**config.mk**
```make
export PLATFORM = sky130hd
export DESIGN_NAME = mtm_alu_sequencer
export DESIGN_NICKNAME = d
export VERILOG_FILES = /design/src/rtl/mtm_alu_pkg.sv /design/src/rtl/mtm_alu_cmd_fifo.sv /design/src/rtl/mtm_alu_sequencer.sv
export SDC_FILE = /design/constraint.sdc
export NUM_CORES = 1
export LEC_CHECK = 0
export BUFFER_PORTS_ARGS = -buffer_cell sky130_fd_sc_hd__buf_2
export CAP_MARGIN = 20
export CORE_ASPECT_RATIO = 1.25
export CORE_MARGIN = 4
export CORE_UTILIZATION = 45
export CTS_BUF_LIST = sky130_fd_sc_hd__clkbuf_16
export CTS_CLUSTER_DIAMETER = 150
export DETAILED_ROUTE_END_ITERATION = 8
export PLACE_DENSITY = 0.72
export SYNTH_ARGS = -nofsm -noshare
export SYNTH_HDL_FRONTEND = slang
export SYNTH_SLANG_ARGS = --single-unit
```
**constraint.sdc**
```tcl
create_clock -name clk -period 5.7 [get_ports clk]
set_input_delay 0.285 -clock clk [delete_from_list [all_inputs] [get_ports clk]]
set_output_delay 0.285 -clock clk [all_outputs]
set_load 0.01 [all_outputs]
```
**src/rtl/mtm_alu_pkg.sv**
```systemverilog
// mtm_alu_pkg: constants and helpers shared by the ALU sequencer, its command
// FIFO and the serializer-side checks.
//   - opcode constants (AND/OR/ADD/SUB)
//   - CTL error codes produced by the deserializer
//   - error-flag (ef) masks and bit positions
//   - sequencer FSM state enum (explicit legacy encodings)
//   - crc3_d37: CRC3 (x^3+x+1, init 0) over {c[31:0],1'b0,flags[3:0]}, MSB first
//   - err_ctl: builds an error response byte {1,ef,ef,parity}
package mtm_alu_pkg;

  localparam logic [2:0] OP_AND = 3'b000;
  localparam logic [2:0] OP_OR  = 3'b001;
  localparam logic [2:0] OP_ADD = 3'b100;
  localparam logic [2:0] OP_SUB = 3'b101;

  localparam logic [7:0] CTL_ERR_DATA = 8'b1100_1001;
  localparam logic [7:0] CTL_ERR_CRC  = 8'b1010_0101;

  localparam int unsigned EF_DATA_BIT = 2;
  localparam int unsigned EF_CRC_BIT  = 1;
  localparam int unsigned EF_OP_BIT   = 0;

  localparam logic [2:0] EF_DATA = 3'b100;
  localparam logic [2:0] EF_CRC  = 3'b010;
  localparam logic [2:0] EF_OP   = 3'b001;

  typedef enum logic [2:0] {
    ST_IDLE     = 3'd0,
    ST_CLASSIFY = 3'd1,
    ST_ISSUE    = 3'd2,
    ST_WAIT     = 3'd3,
    ST_RESP     = 3'd4
  } state_t;

  function automatic logic [2:0] crc3_d37(input logic [36:0] d);
    logic [2:0] crc;
    logic       fb;
    crc = '0;
    for (int unsigned i = 0; i < 37; i++) begin
      fb  = d[36-i] ^ crc[2];
      crc = {crc[1], crc[0] ^ fb, fb};
    end
    return crc;
  endfunction

  // Parity bit makes {1,ef,ef,par} even over bits [7:1] plus itself.
  function automatic logic [7:0] err_ctl(input logic [2:0] ef);
    return {1'b1, ef, ef, ^{1'b1, ef, ef}};
  endfunction

endpackage

```
**src/rtl/mtm_alu_cmd_fifo.sv**
```systemverilog
// mtm_alu_cmd_fifo: DEPTH x WIDTH synchronous command FIFO.
// Ports:
//   clk, rst   clock, synchronous active-low reset
//   push, din  write request / data (ignored when full unless popping too)
//   pop        read request (ignored when empty)
//   dout       head entry (combinational read of the storage array)
//   full/empty registered occupancy flags
module mtm_alu_cmd_fifo #(
  parameter int unsigned DEPTH = 2,
  parameter int unsigned WIDTH = 72
) (
  input  logic             clk,
  input  logic             rst,
  input  logic             push,
  input  logic             pop,
  input  logic [WIDTH-1:0] din,
  output logic [WIDTH-1:0] dout,
  output logic             full,
  output logic             empty
);

  localparam int unsigned AW = (DEPTH > 1) ? $clog2(DEPTH) : 1;

  logic [WIDTH-1:0] mem [DEPTH];
  logic [AW-1:0]    wr_ptr;
  logic [AW-1:0]    rd_ptr;
  logic [AW:0]      count;
  logic [AW:0]      count_nxt;
  logic             do_push;
  logic             do_pop;

  assign do_pop  = pop & ~empty;
  assign do_push = push & (~full | do_pop);
  assign dout    = mem[rd_ptr];

  always_comb begin
    count_nxt = count;
    case ({do_push, do_pop})
      2'b10:   count_nxt = count + 1'b1;
      2'b01:   count_nxt = count - 1'b1;
      default: count_nxt = count;
    endcase
  end

  always_ff @(posedge clk) begin
    if (do_push) mem[wr_ptr] <= din;
  end

  always_ff @(posedge clk) begin
    if (!rst) begin
      wr_ptr <= '0;
      rd_ptr <= '0;
      count  <= '0;
      full   <= 1'b0;
      empty  <= 1'b1;
    end else begin
      if (do_push) wr_ptr <= wr_ptr + 1'b1;
      if (do_pop)  rd_ptr <= rd_ptr + 1'b1;
      count <= count_nxt;
      full  <= (count_nxt == (AW+1)'(DEPTH));
      empty <= (count_nxt == '0);
    end
  end

endmodule

```
**src/rtl/mtm_alu_sequencer.sv**
```systemverilog
// mtm_alu_sequencer: command scheduler between deserializer and ALU core.
// Queues {A,B,CTL} commands, answers error codes directly, issues valid ops
// to the multi-cycle core and holds each response until accepted.
// Ports:
//   clk, rst                 clock, synchronous active-low reset
//   in_valid/in_ready        command handshake; in_a, in_b, in_ctl payload
//   alu_start                one-cycle issue pulse; alu_op/alu_a/alu_b operands
//   alu_done, alu_c, alu_flags  core result (sampled only while waiting)
//   out_valid/out_ready      response handshake; out_is_err, out_c, out_ctl
//   busy                     queue non-empty or FSM active
//   timeout                  sticky: an op exceeded ALU_TIMEOUT cycles
module mtm_alu_sequencer
  import mtm_alu_pkg::*;
#(
  parameter int unsigned CMD_DEPTH   = 2,
  parameter int unsigned ALU_TIMEOUT = 64
) (
  input  logic        clk,
  input  logic        rst,
  input  logic        in_valid,
  output logic        in_ready,
  input  logic [31:0] in_a,
  input  logic [31:0] in_b,
  input  logic [7:0]  in_ctl,
  output logic        alu_start,
  output logic [2:0]  alu_op,
  output logic [31:0] alu_a,
  output logic [31:0] alu_b,
  input  logic        alu_done,
  input  logic [31:0] alu_c,
  input  logic [3:0]  alu_flags,
  output logic        out_valid,
  input  logic        out_ready,
  output logic        out_is_err,
  output logic [31:0] out_c,
  output logic [7:0]  out_ctl,
  output logic        busy,
  output logic        timeout
);

  localparam int unsigned TW = $clog2(ALU_TIMEOUT);

  state_t        state;
  logic          fifo_full;
  logic          fifo_empty;
  logic          push;
  logic          pop;
  logic [71:0]   head;
  logic [7:0]    cmd_ctl;
  logic [2:0]    cls_ef;
  logic [TW-1:0] timer;

  assign in_ready  = ~fifo_full;
  assign push      = in_valid & in_ready;
  assign pop       = (state == ST_IDLE) & ~fifo_empty;
  assign alu_start = (state == ST_ISSUE);
  assign out_valid = (state == ST_RESP);
  assign busy      = ~fifo_empty | (state != ST_IDLE);

  mtm_alu_cmd_fifo #(
    .DEPTH (CMD_DEPTH),
    .WIDTH (72)
  ) u_fifo (
    .clk   (clk),
    .rst   (rst),
    .push  (push),
    .pop   (pop),
    .din   ({in_a, in_b, in_ctl}),
    .dout  (head),
    .full  (fifo_full),
    .empty (fifo_empty)
  );

  always_comb begin
    cls_ef = '0;
    if (cmd_ctl == CTL_ERR_DATA)
      cls_ef = EF_DATA;
    else if (cmd_ctl == CTL_ERR_CRC)
      cls_ef = EF_CRC;
    else if (cmd_ctl[7] || !(cmd_ctl[6:4] inside {OP_AND, OP_OR, OP_ADD, OP_SUB}))
      cls_ef = EF_OP;
  end

  // Operands go straight from the queue head into the core-facing registers
  // at pop time; they then stay untouched until the next pop, which covers
  // the whole start..done window without a second operand copy.
  always_ff @(posedge clk) begin
    if (!rst) begin
      state      <= ST_IDLE;
      alu_op     <= '0;
      alu_a      <= '0;
      alu_b      <= '0;
      cmd_ctl    <= '0;
      timer      <= '0;
      timeout    <= 1'b0;
      out_is_err <= 1'b0;
      out_c      <= '0;
      out_ctl    <= '0;
    end else begin
      case (state)
        ST_IDLE: begin
          if (pop) begin
            {alu_a, alu_b, cmd_ctl} <= head;
            alu_op                  <= head[6:4];
            state                   <= ST_CLASSIFY;
          end
        end
        ST_CLASSIFY: begin
          if (cls_ef != '0) begin
            out_is_err <= 1'b1;
            out_c      <= '0;
            out_ctl    <= err_ctl(cls_ef);
            state      <= ST_RESP;
          end else begin
            state <= ST_ISSUE;
          end
        end
        ST_ISSUE: begin
          timer <= '0;
          state <= ST_WAIT;
        end
        ST_WAIT: begin
          if (alu_done) begin
            out_is_err <= 1'b0;
            out_c      <= alu_c;
            out_ctl    <= {1'b0, alu_flags, crc3_d37({alu_c, 1'b0, alu_flags})};
            state      <= ST_RESP;
          end else if (timer == TW'(ALU_TIMEOUT - 1)) begin
            timeout    <= 1'b1;
            out_is_err <= 1'b1;
            out_c      <= '0;
            out_ctl    <= err_ctl(EF_OP);
            state      <= ST_RESP;
          end else begin
            timer <= timer + 1'b1;
          end
        end
        ST_RESP: begin
          if (out_ready) state <= ST_IDLE;
        end
        default: state <= ST_IDLE;
      endcase
    end
  end

endmodule

```
==> metrics.cfg <==
[place]
dp_hpwl_um = 14400
gp_congestion = 0.816
io_buffers = 225
place_area_um2 = 11700

[cells_and_area]
mostFrequentLayoutCells = 224 x buf_2, 144 x edfxtp_1, 128 x dfxtp_1
fillCellCount = 1758
syn2layout_area_growth_pct = 29.6
register_area_um2 = 6910
finalNetCount = 1144
design_area_um2 = 13400
multiInputGateArea_um2 = 3230
diodes = 0
mostFrequentLayoutCell = buf_2
drive_above_1_share_pct = 27.0

[logic_synthesis]
synth_edf_count = 144
ys_types = 40
ys_warn_count = 0
synth_ff_type = edfxtp_1
synth_seq_area_share_pct = 66.9
ys_ff_latch = 273
synth_area_per_cell_um2 = 13.9
async_flop_share_pct = 0
synth_area_um2 = 10300
synthesis.nets = 859
syn_inst = 744

[drt]
via_per_inst = 5.14
wl_um = 22800
antenna_left = 0
vias = 6858
detail_route.wl_per_cell_um = 17.1
drc = 0
first_pass_iters = 4
drt_iter0_drc = 265

[setup_path]
cp.required_ns = 6.16
r2r-start = state[0]$_SDFFE_PN0P_
cp_slowest_cell = buf_4
reg2reg_to = u_fifo.full$_SDFF_PN0_
worst_r2r_path_depth = 6
worst-setup-path-type = flip-flop to flip-flop
crit_buf_inv = 1
slowest_delay_ns = 0.58
worst-path-stages = 6
end_kind = flip-flop
cp_max_fo = 67
arrival_ns = 3.07
critPathLaunchType = flip-flop
reg2reg_setup_slack_ns = 3.09
critPathTopFamily = simple AND/OR/NAND/NOR gates
crit_path_cell_trace = nor4_2, buf_4, ha_1, or3_1, a21boi_0, nor2b_1

[sta]
fmax_ghz = 0.384
period_minus_slack_ns = 2.61
min_period_over_period_pct = 45.7
worst_slew_pin_slew_ns = 1.06
final.setup_skew_ns = 0.0125
max_slew_margin_pct = 29.6
setup_viol = 0
slew_viol_final = 0
grt_setup_unrepaired = false
fin_tns_setup_ns = 0
finalHoldViolCount = 0

[cts]
cts_buffers = 27
clk_pin_slew_worst_paths_ns = 0.06
root_buffer = clkbuf_16
tritoncts = built
cts_resized = 0
cts-hold-fix-buffers = 72
post_cts.repair.setup_buffers = 0
clk-insertion-delay-late_ns = 0.53
clock-sinks = 273
clockBufferDepth = 3
h-tree-depth = 1

[power_and_ir_drop]
leakage_uw = 0.00595
power_density_nw_per_um2 = 476
ir_drop_mv = 0.297

[global_routing]
antenna_found_initial = 0
grt_pass1_vias = 6832
grt_pass1_wl_um = 35600
grt_use_total_pct = 17.3
grt_max_degree = 81
grt-ovfl-total = 0

[floorplan]
fp-row-count = 61
start_util_pct = 46.0
dieArea_um2 = 25500
ios = 226
core_um2 = 22400
die_w_um = 144
die_h_um = 177

[min_path]
min_to = out_ctl[5]$_SDFFE_PN0P_
min-delay-start = alu_flags[2]
min_path_type = input port to flip-flop
min_delay_path_depth = 3

[run]
max_cap_viol_count = 0

[run_status]
status = finished, final reports clean

-- worst max path at each step --
stage / slack [ns] / from / end
3_3_place_gp: 3.14 / timer[0]$_SDFFE_PN0P_ / out_ctl[3]$_SDFFE_PN0P_
5_1_grt: 2.90 / state[0]$_SDFFE_PN0P_ / u_fifo.full$_SDFF_PN0_
2_1_floorplan: 1.67 / u_fifo.full$_SDFF_PN0_ / u_fifo.mem[0][0]$_DFFE_PP_
6_report: 3.09 / state[0]$_SDFFE_PN0P_ / u_fifo.full$_SDFF_PN0_
4_1_cts: 2.95 / timer[0]$_SDFFE_PN0P_ / out_ctl[6]$_SDFFE_PN0P_
3_5_place_dp: 2.97 / timer[0]$_SDFFE_PN0P_ / out_ctl[6]$_SDFFE_PN0P_
-- cells in the mapped netlist (2+ instances only) --
library cell | n | share of area [%]
o21ai_0 | 11 | 0.53
edfxtp_1 | 144 | 42
xnor3_1 | 6 | 1.3
and3_1 | 3 | 0.18
clkbuf_1 | 38 | 1.4
buf_4 | 4 | 0.29
o221a_2 | 2 | 0.22
ha_1 | 2 | 0.24
buf_1 | 7 | 0.25
nor3b_1 | 2 | 0.15
xnor2_1 | 30 | 2.5
nor2_1 | 10 | 0.36
o211a_1 | 72 | 7.0
nor2b_1 | 36 | 2.2
nand3b_1 | 2 | 0.15
a21boi_0 | 3 | 0.22
inv_1 | 3 | 0.11
nand3_1 | 6 | 0.29
nor4bb_1 | 4 | 0.39
dfxtp_1 | 129 | 25
nand2b_1 | 2 | 0.12
xor2_1 | 7 | 0.59
nand2_1 | 81 | 2.9
a21oi_1 | 9 | 0.44
and2_1 | 7 | 0.42
o221ai_1 | 2 | 0.17
mux2i_1 | 73 | 7.1
o21a_1 | 3 | 0.22
or3_1 | 2 | 0.12
a22oi_1 | 32 | 2.3
a211oi_1 | 3 | 0.22
-- report_power, final --
group	internal, uW	leakage, uW	switching (uW)
Combinational	801	0.00308	981
Sequential	2540	0.00240	239
Clock	1090	0.000465	718
Total	4430	0.00595	1940
-- final cells by class --
type | count | share of cell area [%]
Sequential cell | 273 | 51.6
Multi-Input combinational cell | 418 | 24.1
Timing Repair Buffer | 306 | 14.7
Clock buffer | 27 | 5.05
Tap cell | 283 | 2.64
Clock inverter | 23 | 1.78
Inverter | 3 | 0.0841
-- tightest hold or removal path, stage by stage --
cell and delay [ns]:
buf_2 0.11, nand2_1 0.06, a21oi_1 0.06
-- state kept, by name, summed over array words and instances, names as in the netlist, 2 cells and up, named ones only --
register and flops:
state 3, u_fifo.mem 144, u_fifo.count 2, out_ctl 7
alu_a 32, cmd_ctl 6, alu_op 2, timer 6
alu_b 32, out_c 32
-- routing by layer --
layer	vias up	track usage [%]	part of all wire (%)
met3	42	3.64	6.5
met2	221	31.2	51
met4	0	4.67	2.3
met5	-	0	0
li1	3316	-	-
met1	3279	21.0	40
-- kinds of logic (layout without fill, tap and decap cells) --
group	Yosys count	after routing	share of synthesized area, %
flip-flops	273	273	66.9
AND/OR/NAND/NOR	158	158	7.50
AO/OA/AOI/OAI	141	141	11.6
multiplexers	73	73	7.07
buffers and inverters	53	359	2.08
XOR/XNOR	44	44	4.67
adder cells (fa/ha/maj)	2	2	0.242
-- through the flow --
stage / total power, uW / util [%] / instances / setup WS, ns / hold WS (ns)
2_1_floorplan: 3950 / - / 744 / 1.67 / 0.384
3_3_place_gp: 4500 / 52.1 / 1208 / 3.14 / 0.473
3_5_place_dp: 4550 / 52.1 / 1209 / 2.97 / 0.476
4_1_cts: 6400 / 59.4 / 1331 / 2.95 / 0.00747
5_1_grt: 6720 / 59.7 / 1333 / 2.90 / 0.0399
6_report: 6370 / 59.7 / 1333 / 3.09 / 0.0342
No activity file was read; power rests on OpenSTA's default activity.
